===== config.mk =====
export PLATFORM = sky130hd
export DESIGN_NAME = rom_port_arbiter
export DESIGN_NICKNAME = d
export VERILOG_FILES = /design/src/rtl/rom_port_arbiter.sv
export SDC_FILE = /design/constraint.sdc
export NUM_CORES = 1
export LEC_CHECK = 0
export BUFFER_PORTS_ARGS = -buffer_cell sky130_fd_sc_hd__buf_2
export CORE_AREA = 2 2 85 87
export CTS_CLUSTER_DIAMETER = 150
export CTS_CLUSTER_SIZE = 25
export DETAILED_ROUTE_END_ITERATION = 8
export DIE_AREA = 0 0 87 89
export GPL_TIMING_DRIVEN = 0
export PLACE_DENSITY = 0.82
export SYNTH_ARGS = -nofsm -noshare
export SYNTH_HDL_FRONTEND = slang
export SYNTH_SLANG_ARGS = --single-unit

===== constraint.sdc =====
create_clock -name clk -period 1.6 [get_ports clk]
set_input_delay 0.48 -clock clk [delete_from_list [all_inputs] [get_ports clk]]
set_output_delay 0.48 -clock clk [all_outputs]
set_load 0.02 [all_outputs]

===== src/rtl/rom_port_arbiter.sv =====
// Two-master arbiter for a shared synchronous-read ROM: same-cycle grant,
// pipelined issue, and read data routed back to whichever master owns the access.
module rom_port_arbiter #(
    parameter int unsigned ADDR_W     = 32,
    parameter int unsigned DATA_W     = 32,
    parameter int unsigned ROM_LAT    = 1,
    parameter int unsigned FIXED_PRIO = 0
) (
    input  logic              clk,
    input  logic              rst,
    input  logic              m0_req_i,
    input  logic [ADDR_W-1:0] m0_addr_i,
    output logic              m0_gnt_o,
    output logic              m0_rvalid_o,
    output logic [DATA_W-1:0] m0_rdata_o,
    input  logic              m1_req_i,
    input  logic [ADDR_W-1:0] m1_addr_i,
    output logic              m1_gnt_o,
    output logic              m1_rvalid_o,
    output logic [DATA_W-1:0] m1_rdata_o,
    output logic              rom_en_o,
    output logic [ADDR_W-1:0] rom_addr_o,
    input  logic [DATA_W-1:0] rom_data_i
);

    logic               last_gnt_q, last_gnt_d;
    logic [ADDR_W-1:0]  addr_q, addr_d;
    logic [ROM_LAT-1:0] vld_q, vld_d;
    logic [ROM_LAT-1:0] id_q, id_d;
    logic               gnt0, gnt1;
    logic               rsp_vld;

    // last_gnt_q = 1 means M1 was granted last, so M0 wins the next tie
    always_comb begin
        gnt0 = 1'b0;
        gnt1 = 1'b0;
        if (!rst) begin
            if (m0_req_i && m1_req_i) begin
                if ((FIXED_PRIO != 0) || last_gnt_q) begin
                    gnt0 = 1'b1;
                end else begin
                    gnt1 = 1'b1;
                end
            end else begin
                gnt0 = m0_req_i;
                gnt1 = m1_req_i;
            end
        end
    end

    always_comb begin
        last_gnt_d = last_gnt_q;
        addr_d     = addr_q;
        if (gnt0) begin
            last_gnt_d = 1'b0;
            addr_d     = m0_addr_i;
        end else if (gnt1) begin
            last_gnt_d = 1'b1;
            addr_d     = m1_addr_i;
        end
    end

    // Owner pipeline: entry reaches the last stage exactly when the ROM data is valid
    always_comb begin
        vld_d    = vld_q;
        id_d     = id_q;
        vld_d[0] = gnt0 | gnt1;
        id_d[0]  = gnt1;
        for (int unsigned i = 1; i < ROM_LAT; i++) begin
            vld_d[i] = vld_q[i-1];
            id_d[i]  = id_q[i-1];
        end
    end

    always_ff @(posedge clk) begin
        if (rst) begin
            last_gnt_q <= 1'b1;
            addr_q     <= '0;
            vld_q      <= '0;
            id_q       <= '0;
        end else begin
            last_gnt_q <= last_gnt_d;
            addr_q     <= addr_d;
            vld_q      <= vld_d;
            id_q       <= id_d;
        end
    end

    assign rsp_vld     = vld_q[ROM_LAT-1] & ~rst;
    assign m0_gnt_o    = gnt0;
    assign m1_gnt_o    = gnt1;
    assign rom_en_o    = gnt0 | gnt1;
    assign rom_addr_o  = rst ? '0 : addr_d;
    assign m0_rvalid_o = rsp_vld & ~id_q[ROM_LAT-1];
    assign m1_rvalid_o = rsp_vld & id_q[ROM_LAT-1];
    assign m0_rdata_o  = m0_rvalid_o ? rom_data_i : '0;
    assign m1_rdata_o  = m1_rvalid_o ? rom_data_i : '0;

endmodule


* Word-level counts from Yosys, hierarchy flattened
Cells that the tools add are included.
W data, S select, Z words.
** Storage, ports and cells
- Flip-flop bits (word level) :: 35
- Input bits :: 100
- Word-level logic and storage cells :: 25
** Operators by class
- Reduce and logical (&&, ||, !) cells :: 2
- Bitwise logic cells :: 6
- Muxes and demuxes :: 13
** Operators by type and width (count)
- $mux W32 :: 5
- $mux W1 :: 8
- $and A1 B1 Y1 :: 3
- $not A1 Y1 :: 2
- $reduce_bool A2 Y1 :: 1
- $logic_and A1 B1 Y1 :: 1
- $or A1 B1 Y1 :: 1

* Longest topological paths before layout
Gate-level depths: netlist of run 1.
- Depth after elaboration :: 6
- Depth in mapped cells :: 6

* Worst setup path after synthesis of run 1
Ideal clock, no wire load.
- Path type :: input to output
- Start :: in m1_req_i
- End :: out rom_addr_o[0]
- Buffers on the path :: 2
- Slack :: -0.380 ns
- Stages :: 5
- Required time :: 1.120 ns
- Data arrival time :: 1.500 ns
- Cells stage by stage :: buf_6 > nand2b_2 > buf_6 > nand2_4 > a221oi_1
** Between the ends
- Word-level cells in the longest chain between the ends :: 6
- Elaborated cells between the ends (all ways) :: 8
** RTL lines
- start: declaration :: line 16 : input logic m1_req_i,
- $logic_and A1 B1 Y1 :: line 38 : if (m0_req_i && m1_req_i) begin
- $mux W1 :: line 38
- $mux W1 :: line 37 : if (!rst) begin
- $mux W32 :: line 57 : end else if (gnt1) begin
- $mux W32 (*) :: line 54 : if (gnt0) begin
- $mux W32 (*)
- end: declaration :: line 22 : output logic [ADDR_W-1:0] rom_addr_o,
Every way passes the cells marked *; elsewhere a longest branch is shown, timed or not.

* Worst setup path in the final report of run 1
- Start :: reg last_gnt_q
- End :: out rom_addr_o[27]
** Between the ends
- Word-level cells in the longest chain between the ends :: 6
- Elaborated cells between the ends (all ways) :: 9
** RTL lines
- start: declaration :: line 26 : logic last_gnt_q, last_gnt_d;
- start signal: assignment :: line 82 : last_gnt_q <= last_gnt_d;
- $mux W1 :: line 39 : if ((FIXED_PRIO != 0) || last_gnt_q) begin
- $mux W1 :: line 38
- $mux W1 :: line 37
- $mux W32 :: line 57
- $mux W32 (*) :: line 54
- $mux W32 (*)
Marks and branches as above.

==> flow_results.org, run 1 <==
** Synth
- Leading post-synthesis cells by instance count :: and2_1 (64), dfxtp_1 (35), nor2_1 (33), mux2i_1 (32), a221oi_2 (29)
- Most numerous cell in the Yosys netlist :: and2_1
- Adder and majority gate portion of the synthesized area :: 0
- Main combinational cell family by area after synthesis :: simple AND/OR/NAND/NOR gates
- Of the post-synthesis cell area, the dominant cell type holds 0.313.
- Flip-flop and latch count after synthesis :: 35
- Of the total synthesized cell area, the portion taken by AND, OR, NAND and NOR gates is 0.254.
- Avg Synthesized Cell Area :: 9.65 sq um
- The Yosys step of the flow raised 0 warnings.
- Yosys cell types :: 20
- The cell count after synthesis came out at 232.
- Proportion of synthesized flip-flops having asynchronous set or reset :: 0
- Cell types occupying the most area after synthesis :: dfxtp_1 (31%), a221oi_2 (19%), and2_1 (18%)
- Share of synthesized area spent on multiplexers :: 0.143
- Of the total synthesized cell area, the portion taken by XOR and XNOR cells is 0.
- Library cell occupying the most area in the post-synthesis netlist :: dfxtp_1
- Among all flip-flop cells after synthesis, the most frequent one is dfxtp_1.
- Number of nets produced by synthesis :: 332
- Share of the yosys chip area belonging to registers :: 0.313
- In this run the cell area of the synthesized design comes to 2240 sq um.
- The post-synthesis compound-gate area fraction came to 0.220.
- Counting flops with a built-in enable in the synthesized netlist gives 0.

** GRT
- First-pass GRT wire length :: 14.4 mm
- In the global route stage, overall resource usage came out at 0.241.
- Overflow left after global routing :: 0
- Entering global routing, the biggest net connects 12 pins.
- Initial antenna violation count :: 1
- Number of global-route vias before repair :: 2899

** Power and ir drop
- Across the VDD grid, the largest voltage drop is between 0.3 and 0.4 mV.
- The analysis attributes to cell leakage a power of 2.52 nW.
- Power, Total :: a little under 3 mW
- Switching power :: 1.01 mW
- Internal power contribution :: 1.94 mW
- Proportion of power drawn by flip-flops and latches :: 0.329
- Relative contribution of combinational cells to total power :: 0.454
- Of the total power, the clock network draws 0.217.
- Dividing total power by cell area gives a power density of roughly 560 nW/um^2.
- Switch share :: 0.343

** Route
- After detailed routing, the met2 layer carries 6.02 mm of wire.
- The routed layout has 2831 vias.
- Routed Wire Length :: about 11 mm
- The detailed router put a total of approximately 3.5 mm of wire on met1.
- Top routing layer used :: met4
- Dividing the detail-routed wire length by the instance count gives 19.3 um.
- The detailed router finished its first iteration with 64 violations.
- The first detailed-routing pass took 4 iterations.
- In the routed design, unresolved DRC markers number 0.
- Once detail routing completed, the nets flagged for antenna violations numbered 0.
- After detailed routing, the number of vias per cell comes to 5.09.
- DR WL met3 :: between 700 and 800 um

** Critical path
- The worst register-to-register path begins at last_gnt_q.
- In this run the worst setup path begins at last_gnt_q.
- The worst register-to-register path has a depth of 6.
- Data arrives at the worst endpoint at 1.55 ns.
- Maximum fanout along the worst path :: 10
- Type of the worst setup path :: flip-flop to output pin
- Crit. End Element :: output pin
- Req. time, crit path :: 1.12 ns
- On the critical path, the stage with the largest delay is an instance of dfxtp_4.
- The worst setup path is launched from a flip-flop.
- For this run, the slowest stage of the critical path takes ~0.34 ns.
- The signal on the critical path passes through nand2b_4, nand2_8, buf_12, a221oi_4, buf_6.
- Register-to-register path setup slack :: approximately 0.22 ns
- The worst register-to-register path ends at addr_q[13].

** Timing
- Across all setup checks in the final design, the least slack found is -0.428 ns.
- Setup clock skew after layout :: 0.0142 ns
- The number of slew-limit violations in the final report was 0.
- Max-slew headroom :: 0.760
- Setup repair after global routing could not meet its margin everywhere.
- Setup-violating endpoint count in the final report :: 101
- Max Fclk :: around 500 MHz
- The routed design could run at a clock period as short as 2.03 ns.
- Least-Margin Pin Slew :: approximately 0.35 ns
- Of the available clock period, the critical path in the final layout requires 1.27.
- Setup TNS after final layout :: -31.95 ns
- The number of hold violations in the final report was 0.

** Final layout
- Post-Layout Inst Area :: 5230 sq um
- After filler insertion, the fill cell instance count of the layout stands at 411.
- Net count reported at finish :: between 500 and 600
- In the final layout, the share of cells above drive strength 1 is 0.786.
- Compared with the post-synthesis result, the final layout area differs by 133%.

** Outcome
- The flow ran to the end, but the final reports show violations.
- The final reports fail on setup timing.

** Clocking
- TritonCTS clock tree :: built
- Clock-pin slew was measured on the worst setup and hold paths at 0.06 ns.
- CTS built an H-tree with a depth of 2.
- Buffers inserted during clock tree synthesis total 5.
- Count of clock tree sinks :: 35
- For the worst-skew pair, the clock arrives at the later sink with an insertion delay of 0.29 ns.
- The clock passes through at most 2 buffers.
- Clk root buf :: clkbuf_8

** Die
- The die covers 7740 sq um.
- Number of placement rows :: 30
- Placeable core area :: 6720 sq um
- Die Span X :: 87 um
- Number of ports placed on the die boundary :: 201
- From bottom edge to top edge, the die measures ~89 um.
- For this configuration, the core starts out at a cell density of 0.333.

** Placed design
- Setup slack after placement :: -0.750 ns
- Half-perimeter wire length after detailed placement :: 6.48 mm
- The congestion estimate from routability-driven global placement came to 0.766.
- # port buffers :: 199
- In this run the cell area measured after placement is 3860 sq um.

** Worst hold path
- The tightest min-delay check is of the input pin to flip-flop type.
- The worst hold path passes through 2 cells.
- Worst Hold End :: id_q
- Start point of the worst min-delay path :: m0_req_i

** Flow run
- Number of max-cap violations :: 0
-- cell usage in the layout, fill, tap and decap left out, drive strengths merged --
master / instances
a211oi: 2
a21oi: 3
a221oi: 32
and2: 64
and3b: 1
buf: 252
bufbuf: 1
clkbuf: 9
clkinv: 2
clkinvlp: 1
dfxtp: 35
diode: 4
inv: 1
mux2i: 32
nand2: 2
nand2b: 1
nor2: 33
nor3b: 1
-- power groups by stage --
stage | logic (mW) | clock network [mW] | registers [mW]
finish | 1.34 | 0.640 | 0.968
global route | 1.40 | 0.692 | 0.973
CTS | 1.26 | 0.666 | 0.966
detailed placement | 0.965 | 0 | 0.989
global placement | 0.945 | 0 | 0.983
floorplan | 0.670 | 0 | 0.981
-- worst max-delay path, delay by kind of cell (launching register included) --
kind                   cells  cell delay (ns)
flip-flops                 1             0.34
AND/OR/NAND/NOR            2             0.26
buffers and inverters      2             0.34
AO/OA/AOI/OAI              1             0.32
-- worst max path at each step --
| stage | endpoint |
|---|---|
| global placement | rom_addr_o[17] |
| global route | rom_addr_o[27] |
| finish | rom_addr_o[27] |
| CTS | rom_addr_o[22] |
| detailed placement | rom_addr_o[5] |
| floorplan | rom_addr_o[22] |
-- repair_timing --
item,in CTS,in global routing
hold buffers,0,0
buffers inserted,17,8
endpoints found under the setup margin,101,101
pin swaps,65,12
resized for setup,297,25
gates cloned,8,2
-- logic make-up (layout without fill, tap and decap cells) --
logic type	count (synthesis)	after routing
buffers and inverters	26	266
other	0	4
multiplexers	32	32
AND/OR/NAND/NOR	102	102
AO/OA/AOI/OAI	37	37
flip-flops	35	35
-- metrics by stage --
stage | hold WS, ns | cells | utilization
2_1_floorplan | 0.519 | 232 | -
3_3_place_gp | 0.566 | 511 | 0.575
3_5_place_dp | 0.570 | 511 | 0.575
4_1_cts | 0.438 | 542 | 0.751
5_1_grt | 0.442 | 553 | 0.777
6_report | 0.448 | 556 | 0.778
-- metal layers --
layer	GRT usage	vias up
met1	0.240	1347
met4	0.0852	0
met5	0	-
li1	-	1303
met2	0.492	153
met3	0.0462	28
-- registers in the layout, summed over array words and instances (netlist names) --
register and flops:
id_q 1, last_gnt_q 1, addr_q 32, vld_q 1
-- area by class of cell --
type                       instances  area [sq um]  share of cell area
antenna                            4          10.0             0.00191
multi-input combinational        171          1960               0.375
clock inverter                     2          13.8             0.00263
buffer                            23           314              0.0601
timing repair buffer             234          2040               0.390
tap                               80           100              0.0191
inverter                           2          13.8             0.00263
clock buffer                       5          68.8              0.0132
sequential                        35           707               0.135
Note: power is estimated with default switching activity, not from simulation.
==> run 2, diff against run 1 <==
--- a/config.mk
+++ b/config.mk
@@ -6,11 +6,13 @@
 export NUM_CORES = 1
 export LEC_CHECK = 0
 export BUFFER_PORTS_ARGS = -buffer_cell sky130_fd_sc_hd__buf_2
-export CORE_AREA = 2 2 85 87
+export CELL_PAD_IN_SITES_DETAIL_PLACEMENT = 1
+export CELL_PAD_IN_SITES_GLOBAL_PLACEMENT = 2
+export CORE_AREA = 2 2 118 120
 export CTS_CLUSTER_DIAMETER = 150
 export CTS_CLUSTER_SIZE = 25
 export DETAILED_ROUTE_END_ITERATION = 8
-export DIE_AREA = 0 0 87 89
+export DIE_AREA = 0 0 120 122
 export GPL_TIMING_DRIVEN = 0
 export PLACE_DENSITY = 0.82
 export SYNTH_ARGS = -nofsm -noshare
==> run 2 against run 1 <==
Effect of this change:
- largest cell class unchanged
- clock skew fell by 0.012 ns
- the run still ends with setup timing left
- critical path depth did not move
- critical endpoint unchanged
- count of clock-buffer cells in the layout rose by 2
==> flow_results.org, run 2 (synthesis gave the netlist of run 1 again) <==
** Clocking
- The clock slew at the register clock pins of the worst setup and hold paths was 0.05 ns (was 0.06 ns).
- The worst-skew pair later-pin latency was 0.28 ns (was 0.29 ns).
- TritonCTS clock tree :: built (unchanged)
- CTS Buf Count :: 5 (unchanged)
- The clock root buffer was clkbuf_16 (was clkbuf_8).
- The maximum count of clock buffers along a single path came to 2 (unchanged).
- H-Tree Depth :: 2 (unchanged)
- The number of hold-repair buffers added at the cts stage came to 0 (unchanged).
- Count of clock tree sinks :: 35 (unchanged)

** Critical path
- The critical path launch point type is a flip-flop (unchanged).
- Number of buffers and inverters on the critical path :: 3 (was 2)
- The data arrival at the endpoint of the critical path is 1.57 ns (was 1.55 ns).
- The library cell contributing the largest single delay on the critical path is dfxtp_4 (unchanged).
- Crit. End Element :: output pin (unchanged)
- Max incr delay on CP :: 0.34 ns (about the same)
- Maximum fanout along the worst path :: 5 (was 10)
- Top Family by Delay on Critical Path :: buffers and inverters (was flip-flops)
- Req. time, crit path :: 1.12 ns (about the same)
- Type of the worst setup path :: flip-flop to output pin (unchanged)
- Worst-path cell chain: nand2b_4, buf_4, buf_12, a221oi_4, buf_6 (was nand2b_4, nand2_8, buf_12, a221oi_4, buf_6).

** Final layout
- The antenna diode count came to 0 (was 4).
- Net count reported at finish :: 570 (was 572)
- Biggest register :: addr_q (unchanged)
- Final core occ :: 0.400 (was 0.778)
- The leading cell type in the layout, fill and taps excluded was buf_6 (unchanged).
- Fraction of final layout cells sized beyond drive strength 1 :: 0.779 (was 0.786)
- The flip-flop count of the largest register, all copies and words added is 32 (unchanged).
- Count of fill cells added during filler insertion :: 1498 (was 411)
- The signed area change from the synthesized netlist to the final layout was 141% (was 133%).
- Most used cells in the layout excluding fill and tap cells: buf_6 (114), buf_2 (98), and2_4 (64) (was buf_6 (114), buf_2 (98), and2_4 (61)).

** Die
- Number of ports placed on the die boundary :: 201 (unchanged)
- Vertical extent of the die :: 122 um (was 89 um)
- The number of cell rows was 43 (was 30).
- Die Span X :: 120 um (was 87 um)
- The area of the die was 14600 sq um (was 7740 sq um).
- Effective utilization at floorplan :: 0.166 (was 0.333)
- Placeable core area :: 13500 sq um (was 6720 sq um)

** Timing
- Worst Setup Slack, final :: -0.447 ns (was -0.428 ns)
- RSZ-0062 raised after global routing: true (unchanged).
- The post-route clock skew is 0.00241 ns (was 0.0142 ns).
- The maximum achievable frequency was 488 MHz (was 493 MHz).
- Least-Margin Pin Slew :: 0.391 ns (was 0.350 ns)
- The count of endpoints failing setup in the final report is 101 (unchanged).
- The number of hold violations in the final report was 0 (unchanged).
- Max-slew headroom :: 0.739 (was 0.760)
- The number of slew-limit violations in the final report was 0 (unchanged).
- The fraction of the cycle the final worst path needs was 1.28 (was 1.27).
- Time the worst path needs with I/O delays and setup :: 2.05 ns (was 2.03 ns)

** Power and ir drop
- Max VDD drop :: 0.589 mV (was 0.396 mV)
- The total power per unit cell area came to 597 nW/um^2 (was 564 nW/um^2).
- Leakage power of the design :: 2.54 nW (was 2.52 nW)

** GRT
- Overall fraction of global-route tracks in use :: 0.142 (was 0.241)
- First-pass GRT wire length :: 16.4 mm (was 14.4 mm)
- The via count of the first global-routing pass was 3045 (was 2899).
- The total overflow reported by the global router was 0 (unchanged).
- Initial antenna violation count :: 0 (was 1)
- Pin count of the biggest net entering global routing :: 11 (was 12)

** Placed design
- The placer's final routability congestion estimate was 0.670 (was 0.766).
- The detailed placement HPWL was 7.29 mm (was 6.48 mm).
- Setup slack after placement :: -0.827 ns (was -0.750 ns)
- The number of input and output port buffers inserted is 199 (unchanged).

** Route
- Routed Wire Length :: 11.0 mm (was 10.7 mm)
- Remaining routing DRC violations :: 0 (unchanged)
- The via density per instance was 4.17 (was 5.09).
- Vias after detailed routing :: 2716 (was 2831)
- First-pass DRT Iterations :: 4 (unchanged)
- DRT iter0 DRCs :: 37 (was 64)
- The post-route antenna net violation count was 0 (unchanged).
- The wire length per cell came to 17.0 um (was 19.3 um).

** Worst hold path
- The path category of the worst min-delay check is input pin to flip-flop (unchanged).

** Flow run
- The number of max-cap violations was 0 (unchanged).

** Outcome
- Failing checks :: setup timing (unchanged)
- Status :: complete, but fails checks (unchanged)
-- run 2: changes by cell type in the layout (fill, tap and decap cells not counted), sizes merged --
cell,delta
clkbuf,+2
clkinv,-1
buf,-1
bufbuf,-1
diode,-4
-- run 2: per-stage QoR --
step	area, sq um	total power [mW]	instances	hold WS [ns]	setup TNS (ns)
floorplan	2770	1.65	232	0.519	-9.13
global placement	3990	1.94	611	0.571	-46.76
detailed placement	3990	1.97	611	0.568	-48.57
CTS	5210	3.22	641	0.439	-30.37
global route	5400	3.39	651	0.456	-34.50
finish	5400	3.22	651	0.449	-29.45
-- run 2: per-layer routing --
metal,wire (um),global-route usage
met1,3980,0.148
met2,5980,0.272
met3,1040,0.0501
met4,39,0.0294
met5,0,0
-- run 2: final timing paths --
path	from	to	slack, ns	cells past startpoint
max reg2reg	last_gnt_q	addr_q[27]	0.27	5
max	last_gnt_q	rom_addr_o[27]	-0.45	5
min	m0_req_i	id_q	0.45	2
min reg2reg	addr_q[0]	addr_q[0]	0.60	2
-- run 2: final cells by class --
class	count	area, sq um	share of cell area
Multi-Input combinational cell	171	1950	0.362
Clock inverter	1	5.00	0.000927
Tap cell	180	225	0.0417
Inverter	2	13.8	0.00255
Buffer	23	319	0.0591
Sequential cell	35	706	0.131
Timing Repair Buffer	232	2040	0.378
Clock buffer	7	133	0.0246
-- run 2: repair_timing --
action                                  4_1_cts  5_1_grt
endpoints found under the hold margin         0        0
gates resized for setup                     311       25
cloned                                        7        2
pin swaps                                    75       11
endpoints found under the setup margin      101      101
setup buffers                                16        9
-- run 2: power breakdown --
group          switching, mW  total (mW)  internal (mW)
clock network          0.363       0.938          0.575
logic                  0.640        1.32          0.680
registers             0.0199       0.966          0.946
total                   1.02        3.22           2.20
-- run 2: worst register-to-register path: stages (launching register included) --
cell and delay (ns):
dfxtp_4 0.34, nand2b_4 0.17, buf_4 0.17, buf_12 0.14
a221oi_4 0.30, buf_4 0.16
